[config.mk]
export PLATFORM = sky130hd
export DESIGN_NAME = regfile_sb_flat
export DESIGN_NICKNAME = d
export VERILOG_FILES = /design/src/rtl/lemon_rf_pkg.sv /design/src/rtl/regfile_sb_if.sv /design/src/rtl/regfile_sb_scoreboard.sv /design/src/rtl/regfile_sb.sv /design/src/flat_wrapper.sv
export SDC_FILE = /design/constraint.sdc
export NUM_CORES = 2
export LEC_CHECK = 0
export BUFFER_PORTS_ARGS = -buffer_cell sky130_fd_sc_hd__buf_2
export CAP_MARGIN = 15
export CELL_PAD_IN_SITES_DETAIL_PLACEMENT = 0
export CELL_PAD_IN_SITES_GLOBAL_PLACEMENT = 1
export CORE_MARGIN = 2
export CORE_UTILIZATION = 45
export DETAILED_ROUTE_END_ITERATION = 10
export GPL_ROUTABILITY_DRIVEN = 0
export PLACE_DENSITY = 0.81
export SYNTH_ARGS = -nofsm -noshare
export SYNTH_HDL_FRONTEND = slang
export SYNTH_HIERARCHICAL = 1
export SYNTH_SLANG_ARGS = --single-unit
[constraint.sdc]
create_clock -name clk -period 6 [get_ports clk]
set_input_delay 0.6 -clock clk [delete_from_list [all_inputs] [get_ports clk]]
set_output_delay 0.6 -clock clk [all_outputs]
set_load 0.1 [all_outputs]
[src/rtl/lemon_rf_pkg.sv]
// Shared constants and helpers for the LemonPC integer register file.
// Imported by the register file top and its pending-write scoreboard.
package lemon_rf_pkg;

    localparam int ZERO_IDX = 0;

    // Width of one packed change report: {addr, old value, new value}.
    function automatic int dbg_rec_width(input int addr_width, input int data_width);
        return addr_width + 2 * data_width;
    endfunction

endpackage

[src/rtl/regfile_sb_if.sv]
// Decode/writeback-facing bus of the register file: read, write, reserve and debug trace.
// The master drives indices, strobes and data; the slave (register file) returns the results.
interface regfile_sb_if #(
    parameter int ADDR_WIDTH = 5,
    parameter int DATA_WIDTH = 32,
    parameter int NUM_READ   = 2,
    parameter int NUM_WRITE  = 1
);
    logic [NUM_READ*ADDR_WIDTH-1:0]  rd_addr;
    logic [NUM_READ*DATA_WIDTH-1:0]  rd_data;
    logic [NUM_READ-1:0]             rd_ready;
    logic [NUM_WRITE-1:0]            wr_en;
    logic [NUM_WRITE*ADDR_WIDTH-1:0] wr_addr;
    logic [NUM_WRITE*DATA_WIDTH-1:0] wr_data;
    logic                            rsv_en;
    logic [ADDR_WIDTH-1:0]           rsv_addr;
    logic                            rsv_ok;
    logic [ADDR_WIDTH:0]             pending_cnt;
    logic [NUM_WRITE-1:0]            dbg_valid;
    logic [NUM_WRITE*ADDR_WIDTH-1:0] dbg_addr;
    logic [NUM_WRITE*DATA_WIDTH-1:0] dbg_old;
    logic [NUM_WRITE*DATA_WIDTH-1:0] dbg_new;

    modport master (
        output rd_addr, wr_en, wr_addr, wr_data, rsv_en, rsv_addr,
        input  rd_data, rd_ready, rsv_ok, pending_cnt,
        input  dbg_valid, dbg_addr, dbg_old, dbg_new
    );

    modport slave (
        input  rd_addr, wr_en, wr_addr, wr_data, rsv_en, rsv_addr,
        output rd_data, rd_ready, rsv_ok, pending_cnt,
        output dbg_valid, dbg_addr, dbg_old, dbg_new
    );

endinterface

[src/rtl/regfile_sb_scoreboard.sv]
// Pending-write scoreboard: one pending bit per register, reserve/clear arbitration
// and a registered population count of the pending bits.
module rf_scoreboard
    import lemon_rf_pkg::*;
#(
    parameter int ADDR_WIDTH = 5,
    parameter int NUM_WRITE  = 1,
    parameter bit ZERO_REG   = 1'b1
) (
    input  logic                            clk,
    input  logic                            rst_n,
    input  logic [NUM_WRITE-1:0]            wr_eff_i,
    input  logic [NUM_WRITE*ADDR_WIDTH-1:0] wr_addr_i,
    input  logic                            rsv_en_i,
    input  logic [ADDR_WIDTH-1:0]           rsv_addr_i,
    output logic [(1<<ADDR_WIDTH)-1:0]      pending_o,
    output logic                            rsv_ok_o,
    output logic [ADDR_WIDTH:0]             pending_cnt_o
);
    localparam int DEPTH = 1 << ADDR_WIDTH;
    localparam int CW    = ADDR_WIDTH + 1;
    localparam logic [ADDR_WIDTH-1:0] ZIDX = ADDR_WIDTH'(ZERO_IDX);

    logic [DEPTH-1:0] pending_q, pending_d;
    logic [CW-1:0]    cnt_q, cnt_d;
    logic             rsv_zero;
    logic             clr_hit;

    assign rsv_zero = ZERO_REG && (rsv_addr_i == ZIDX);

    always_comb begin
        clr_hit = 1'b0;
        for (int i = 0; i < NUM_WRITE; i++) begin
            if (wr_eff_i[i] && (wr_addr_i[i*ADDR_WIDTH +: ADDR_WIDTH] == rsv_addr_i))
                clr_hit = 1'b1;
        end
    end

    // A writeback landing on the same register frees it for a new reservation this cycle.
    assign rsv_ok_o = rsv_en_i && (rsv_zero || !pending_q[rsv_addr_i] || clr_hit);

    // Clears are applied first so a same-cycle reserve of the same register wins.
    always_comb begin
        pending_d = pending_q;
        for (int i = 0; i < NUM_WRITE; i++) begin
            if (wr_eff_i[i])
                pending_d[wr_addr_i[i*ADDR_WIDTH +: ADDR_WIDTH]] = 1'b0;
        end
        if (rsv_ok_o && !rsv_zero)
            pending_d[rsv_addr_i] = 1'b1;
    end

    always_comb begin
        cnt_d = '0;
        for (int r = 0; r < DEPTH; r++)
            cnt_d = cnt_d + CW'(pending_d[r]);
    end

    always_ff @(posedge clk or negedge rst_n) begin
        if (!rst_n) begin
            pending_q <= '0;
            cnt_q     <= '0;
        end else begin
            pending_q <= pending_d;
            cnt_q     <= cnt_d;
        end
    end

    assign pending_o     = pending_q;
    assign pending_cnt_o = cnt_q;

endmodule

[src/rtl/regfile_sb.sv]
// Multi-port integer register file with pending-write scoreboard, optional same-cycle
// bypass and a registered change-report port, between decode and writeback.
module regfile_sb
    import lemon_rf_pkg::*;
#(
    parameter int ADDR_WIDTH = 5,
    parameter int DATA_WIDTH = 32,
    parameter int NUM_READ   = 2,
    parameter int NUM_WRITE  = 1,
    parameter bit BYPASS     = 1'b1,
    parameter bit ZERO_REG   = 1'b1
) (
    input  logic        clk,
    input  logic        rst_n,
    regfile_sb_if.slave bus
);
    localparam int AW    = ADDR_WIDTH;
    localparam int DW    = DATA_WIDTH;
    localparam int DEPTH = 1 << ADDR_WIDTH;
    localparam int DBG_W = dbg_rec_width(ADDR_WIDTH, DATA_WIDTH);
    localparam logic [AW-1:0] ZIDX = AW'(ZERO_IDX);

    logic [DW-1:0]        mem_q [DEPTH];
    logic [AW-1:0]        wr_addr_a [NUM_WRITE];
    logic [DW-1:0]        wr_data_a [NUM_WRITE];
    logic [NUM_WRITE-1:0] wr_eff;
    logic [DEPTH-1:0]     pending;

    // Write arbitration: the highest-index port targeting an address is the only effective one.
    for (genvar gi = 0; gi < NUM_WRITE; gi++) begin : g_wr
        logic shadowed;

        assign wr_addr_a[gi] = bus.wr_addr[gi*AW +: AW];
        assign wr_data_a[gi] = bus.wr_data[gi*DW +: DW];

        always_comb begin
            shadowed = 1'b0;
            for (int j = gi + 1; j < NUM_WRITE; j++) begin
                if (bus.wr_en[j] && (bus.wr_addr[j*AW +: AW] == wr_addr_a[gi]))
                    shadowed = 1'b1;
            end
        end

        assign wr_eff[gi] = bus.wr_en[gi] && !(ZERO_REG && (wr_addr_a[gi] == ZIDX)) && !shadowed;
    end

    always_ff @(posedge clk or negedge rst_n) begin
        if (!rst_n) begin
            for (int r = 0; r < DEPTH; r++)
                mem_q[r] <= '0;
        end else begin
            for (int i = 0; i < NUM_WRITE; i++) begin
                if (wr_eff[i])
                    mem_q[wr_addr_a[i]] <= wr_data_a[i];
            end
        end
    end

    for (genvar gi = 0; gi < NUM_READ; gi++) begin : g_rd
        logic [AW-1:0] addr;
        logic [DW-1:0] data;
        logic          ready;

        assign addr = bus.rd_addr[gi*AW +: AW];

        always_comb begin
            data  = mem_q[addr];
            ready = !pending[addr];
            if (BYPASS) begin
                for (int i = 0; i < NUM_WRITE; i++) begin
                    if (wr_eff[i] && (wr_addr_a[i] == addr)) begin
                        data  = wr_data_a[i];
                        ready = 1'b1;
                    end
                end
            end
            if (ZERO_REG && (addr == ZIDX)) begin
                data  = '0;
                ready = 1'b1;
            end
        end

        assign bus.rd_data[gi*DW +: DW] = data;
        assign bus.rd_ready[gi]         = ready;
    end

    // Change report: only effective writes that actually alter the stored value.
    for (genvar gi = 0; gi < NUM_WRITE; gi++) begin : g_dbg
        logic [DW-1:0]    old_val;
        logic             fire;
        logic             valid_q;
        logic [DBG_W-1:0] rec_q;

        assign old_val = mem_q[wr_addr_a[gi]];
        assign fire    = wr_eff[gi] && (wr_data_a[gi] != old_val);

        always_ff @(posedge clk or negedge rst_n) begin
            if (!rst_n) begin
                valid_q <= 1'b0;
                rec_q   <= '0;
            end else begin
                valid_q <= fire;
                if (fire)
                    rec_q <= {wr_addr_a[gi], old_val, wr_data_a[gi]};
            end
        end

        assign bus.dbg_valid[gi]         = valid_q;
        assign bus.dbg_addr[gi*AW +: AW] = rec_q[DBG_W-1 -: AW];
        assign bus.dbg_old[gi*DW +: DW]  = rec_q[2*DW-1 -: DW];
        assign bus.dbg_new[gi*DW +: DW]  = rec_q[DW-1:0];
    end

    rf_scoreboard #(
        .ADDR_WIDTH (ADDR_WIDTH),
        .NUM_WRITE  (NUM_WRITE),
        .ZERO_REG   (ZERO_REG)
    ) u_scoreboard (
        .clk           (clk),
        .rst_n         (rst_n),
        .wr_eff_i      (wr_eff),
        .wr_addr_i     (bus.wr_addr),
        .rsv_en_i      (bus.rsv_en),
        .rsv_addr_i    (bus.rsv_addr),
        .pending_o     (pending),
        .rsv_ok_o      (bus.rsv_ok),
        .pending_cnt_o (bus.pending_cnt)
    );

endmodule

[src/flat_wrapper.sv]
// flat-port wrapper written by rule: the top's interface ports become plain ports
module regfile_sb_flat import lemon_rf_pkg::*;
#(
    parameter int ADDR_WIDTH = 5,
    parameter int DATA_WIDTH = 32,
    parameter int NUM_READ   = 2,
    parameter int NUM_WRITE  = 1,
    parameter bit BYPASS     = 1'b1,
    parameter bit ZERO_REG   = 1'b1
)
  (clk, rst_n, bus_rd_addr, bus_wr_en, bus_wr_addr, bus_wr_data, bus_rsv_en, bus_rsv_addr, bus_rd_data, bus_rd_ready, bus_rsv_ok, bus_pending_cnt, bus_dbg_valid, bus_dbg_addr, bus_dbg_old, bus_dbg_new);
  regfile_sb_if #(.ADDR_WIDTH(ADDR_WIDTH), .DATA_WIDTH(DATA_WIDTH), .NUM_READ(NUM_READ), .NUM_WRITE(NUM_WRITE)) bus_i ();
  input  logic clk;
  input  logic rst_n;
  input wire logic [$bits(bus_i.rd_addr)-1:0] bus_rd_addr;
  input wire logic [$bits(bus_i.wr_en)-1:0] bus_wr_en;
  input wire logic [$bits(bus_i.wr_addr)-1:0] bus_wr_addr;
  input wire logic [$bits(bus_i.wr_data)-1:0] bus_wr_data;
  input wire logic [$bits(bus_i.rsv_en)-1:0] bus_rsv_en;
  input wire logic [$bits(bus_i.rsv_addr)-1:0] bus_rsv_addr;
  output wire logic [$bits(bus_i.rd_data)-1:0] bus_rd_data;
  output wire logic [$bits(bus_i.rd_ready)-1:0] bus_rd_ready;
  output wire logic [$bits(bus_i.rsv_ok)-1:0] bus_rsv_ok;
  output wire logic [$bits(bus_i.pending_cnt)-1:0] bus_pending_cnt;
  output wire logic [$bits(bus_i.dbg_valid)-1:0] bus_dbg_valid;
  output wire logic [$bits(bus_i.dbg_addr)-1:0] bus_dbg_addr;
  output wire logic [$bits(bus_i.dbg_old)-1:0] bus_dbg_old;
  output wire logic [$bits(bus_i.dbg_new)-1:0] bus_dbg_new;
  assign bus_i.rd_addr = bus_rd_addr;
  assign bus_i.wr_en = bus_wr_en;
  assign bus_i.wr_addr = bus_wr_addr;
  assign bus_i.wr_data = bus_wr_data;
  assign bus_i.rsv_en = bus_rsv_en;
  assign bus_i.rsv_addr = bus_rsv_addr;
  assign bus_rd_data = bus_i.rd_data;
  assign bus_rd_ready = bus_i.rd_ready;
  assign bus_rsv_ok = bus_i.rsv_ok;
  assign bus_pending_cnt = bus_i.pending_cnt;
  assign bus_dbg_valid = bus_i.dbg_valid;
  assign bus_dbg_addr = bus_i.dbg_addr;
  assign bus_dbg_old = bus_i.dbg_old;
  assign bus_dbg_new = bus_i.dbg_new;
  regfile_sb #(.ADDR_WIDTH(ADDR_WIDTH), .DATA_WIDTH(DATA_WIDTH), .NUM_READ(NUM_READ), .NUM_WRITE(NUM_WRITE), .BYPASS(BYPASS), .ZERO_REG(ZERO_REG)) u_core (.clk(clk), .rst_n(rst_n), .bus(bus_i));
endmodule
==> results.cfg <==
[outcome]
status = complete, but fails checks
violations = negative setup slack

[global_routing]
grt_pass1_vias = 49300
grt_overflow = 0
antenna_found_initial = 7
track_usage_pct = 30.7
grt_first_pass_wirelength_um = 351000
grt_max_degree = 185

[yosys]
yosys_warnings = 6
synth_cell_type_count = 51
synthArstFlopShare_pct = 100
synth_edf_count = 0
synth_compound_area_share_pct = 4.25
synth_seq_area_share_pct = 41.0
syn_avg_cell_area_um2 = 14.2
synth.net_count = 4960
synth_adder_area_share_pct = 0.822
netlist_area_mm2 = 0.0691
synth_mux_area_share_pct = 47.5
synth_top_family_by_area = multiplexers
synthSimpleGateAreaFrac_pct = 2.58
synth_xor_area_share_pct = 0.228
yosys_most_used_dff = dfrtp_1
yosys_register_bits = 1132
synthCells = 4873

[critical_path]
path_cells = mux4_2 -> nor2b_4 -> a31oi_4 -> a41oi_4 -> buf_12 -> o31a_1 -> fa_1 -> inv_1 -> fa_1 -> inv_2 -> fa_1 -> inv_2 -> fa_2 -> fa_1 -> fa_1 -> ha_2 -> fa_2 -> a21o_1 -> a21oi_2 -> xnor2_1
worstSetupPathType = flop to flop
crit_top_cell = fa_1
r2r-start = u_core/u_scoreboard/pending_o[31]$_DFF_PN0_
cpPeakStageDelay_ns = 0.57
r2r-end = u_core/u_scoreboard/pending_cnt_o[4]$_DFF_PN0_
startpoint = u_core/u_scoreboard/pending_o[31]$_DFF_PN0_
startpoint_type = flop
cpMaxStageDelayCell = fa_1
cp.required_ns = 6.69
worst-r2r-cell-count = 20
crit_path_end_kind = flop
crit_end = u_core/u_scoreboard/pending_cnt_o[4]$_DFF_PN0_
rrSetupSlack_ns = -0.07
crit_arrival_ns = 6.76
cp_max_fo = 7

[die]
dieWidth_um = 396
die_h_um = 396
coreArea_mm2 = 0.152
row_count = 143
initial_core_util_pct = 45.4
dieArea_mm2 = 0.157
io_pins = 199

[clock_tree]
cts_sinks = 1132
numCtsBuffers = 134
cts_root_buffer = clkbuf_16
insertion_delay_ns = 0.79
clk_path_buf_depth = 3
cts_htree_levels = 4
cts_tree = yes
path_clk_slew_ns = 0.07

[route]
num_vias = 48600
routed_wl_um = 242000
ant_nets = 0
drc = 0
wire_per_inst_um = 34.5
drtIter0Drc = 6110
vias_per_cell = 6.94
firstDrtPassIters = 7

[pwr]
vdd_drop_max_mv = 0.957
power_frac_clock_pct = 27.7
p_switching_uw = 10800
power.leakage_uw = 0.0335
pwr_density_cell_mw_per_mm2 = 390
finalPower_uw = 30300
power.share.combinational_pct = 37.4
power_frac_seq_pct = 34.9
p_int_uw = 19400
power.share.switching_pct = 35.8

[placement]
port_buffers = 198
place_hpwl_um = 141000
dpl_cell_area_mm2 = 0.0729

[flow_run]
max_cap_violations = 0

[timing]
period_share_pct = 101
fin_skew_ns = 0.0333
fin_crit_ns = 6.07
grt_setup_unrepaired = yes
finalSetupTns_ns = -0.0671
max_freq_mhz = 165
finalMaxSlewViolations = 0
setup_viol = 1
relSlewSlack_pct = 19.5
worst_slew_pin_slew_ns = 1.21
hold_violations = 0
timing.final.ws_setup_ns = -0.0671

[final_layout]
drive_above_1_share_pct = 48.0
final_area_mm2 = 0.0775
fill_cells = 12700
syn_to_final_growth_pct = 12.3
fin_nets = 4955

[worst_hold_path]
hp-class = primary input to asynchronous set/reset pin
worst min path at each step:
stage                                              start                              to  slack, ns
after detailed placement  u_core/mem_q[1022]$_DFFE_PN0P_  u_core/mem_q[1022]$_DFFE_PN0P_       0.40
after global routing                               rst_n   u_core/mem_q[489]$_DFFE_PN0P_       0.30
after CTS                                          rst_n   u_core/mem_q[171]$_DFFE_PN0P_       0.27
after global placement    u_core/mem_q[1015]$_DFFE_PN0P_  u_core/mem_q[1015]$_DFFE_PN0P_       0.40
after floorplan                                    rst_n  u_core/bus.dbg_valid$_DFF_PN0_       0.30
final                                              rst_n   u_core/mem_q[105]$_DFFE_PN0P_       0.29
stage by stage:
step | util [%] | hold slack [ns] | cells | worst slack [ns]
floorplan | - | 0.304 | 4873 | -0.609
global placement | 47.9 | 0.398 | 6750 | -0.671
detailed placement | 47.9 | 0.404 | 6750 | -0.702
CTS | 50.9 | 0.265 | 6998 | -0.120
global route | 50.9 | 0.295 | 7002 | -0.231
finish | 50.9 | 0.294 | 7005 | -0.0671
critical path: cells and delay by family, from the launching register on:
family                     cells  cell delay (ns)
buffers and inverters          4             0.34
adders and majority gates      8             3.56
AOI/OAI and AO/OA              5             0.93
xor gates and xnor gates       1             0.13
and+or+nand+nor                1             0.15
muxes                          1             0.48
DFF                            1             0.38
cell families (layout without fill, tap and decap cells):
logic type                 after synthesis  count (layout)
buffers and inverters                  610             709
adders and majority gates               31              31
and+or+nand+nor                        328             328
xor gates and xnor gates                18              18
other                                    0               3
AOI/OAI and AO/OA                      445             445
muxes                                 2309            2309
DFF                                   1132            1132
cell type report:
class	count	area [um2]	share of cell area, %
diodes	3	7.51	0.00968
clock buffers	195	3970	5.12
clock inverters	45	505	0.652
inverters	30	113	0.145
multi-input cells	3131	38700	49.9
flip-flops and latches	1132	28300	36.5
well taps	2030	2540	3.28
repair buffers	439	3350	4.32
state kept, by name (all words and copies together), names as in the netlist:
signal / flops
u_core/bus.dbg_valid: 1
u_core/u_scoreboard/pending_o: 32
u_core/g_dbg.rec_q: 69
u_core/mem_q: 1024
u_core/u_scoreboard/pending_cnt_o: 6
layout by cell type (no fill, tap or decap), drive strengths merged, types with 4 or more instances in the layout:
| master | count |
|---|---|
| o31ai | 31 |
| o22ai | 256 |
| clkinv | 22 |
| clkinvlp | 8 |
| o31a | 17 |
| nor4 | 76 |
| dfrtp | 1132 |
| or4b | 4 |
| nand3b | 12 |
| xnor2 | 11 |
| inv | 37 |
| mux4 | 666 |
| buf | 438 |
| a21oi | 34 |
| nand2 | 53 |
| mux2i | 580 |
| or4 | 11 |
| fa | 24 |
| nor2b | 5 |
| nor2 | 86 |
| a211oi | 64 |
| bufinv | 8 |
| nand3 | 15 |
| o21ai | 32 |
| and3 | 34 |
| xor2 | 7 |
| nand4b | 4 |
| mux2 | 1063 |
| nor3 | 5 |
| nand4bb | 6 |
| clkbuf | 195 |
| ha | 7 |
metal layers:
layer / global-route usage, % / vias to the layer above / wire length [um]
li1: - / 19200 / -
met1: 40.8 / 25700 / 92300
met2: 46.3 / 2935 / 109000
met3: 7.91 / 787 / 25400
met4: 16.4 / 4 / 15300
met5: 0 / - / 29
cells in the mapped netlist, drive strengths merged (12+ instances only):
cell type / number / area share [%]
nand3: 15 / 0.11
inv: 30 / 0.16
fa: 24 / 0.70
o31a: 17 / 0.22
clkbuf: 346 / 1.9
and3: 34 / 0.31
nand3b: 12 / 0.13
a21oi: 34 / 0.25
o31ai: 31 / 0.41
dfrtp: 1132 / 41
mux2i: 580 / 8.4
buf: 234 / 1.6
o22ai: 256 / 2.3
mux2: 1063 / 17
nor2: 86 / 0.47
mux4: 666 / 22
nor4: 76 / 0.69
o21ai: 32 / 0.23
a211oi: 64 / 0.70
nand2: 53 / 0.29
power groups by stage:
stage | registers, uW | logic (uW) | clock network [uW]
floorplan | 11000 | 7530 | 0
finish | 10600 | 11300 | 8370
CTS | 10500 | 11200 | 8470
global route | 10800 | 12100 | 8790
detailed placement | 10600 | 11100 | 0
global placement | 10500 | 10900 | 0
timing repair:
item | in CTS | in global routing
cloned | 0 | 0
hold buffers | 1 | 0
resized for setup | 7 | 4
endpoints found under the hold margin | 32 | 0
pin swaps | 7 | 7
buffers inserted | 7 | 3
endpoints found under the setup margin | 4 | 5
(Power assumes the default switching activity.)
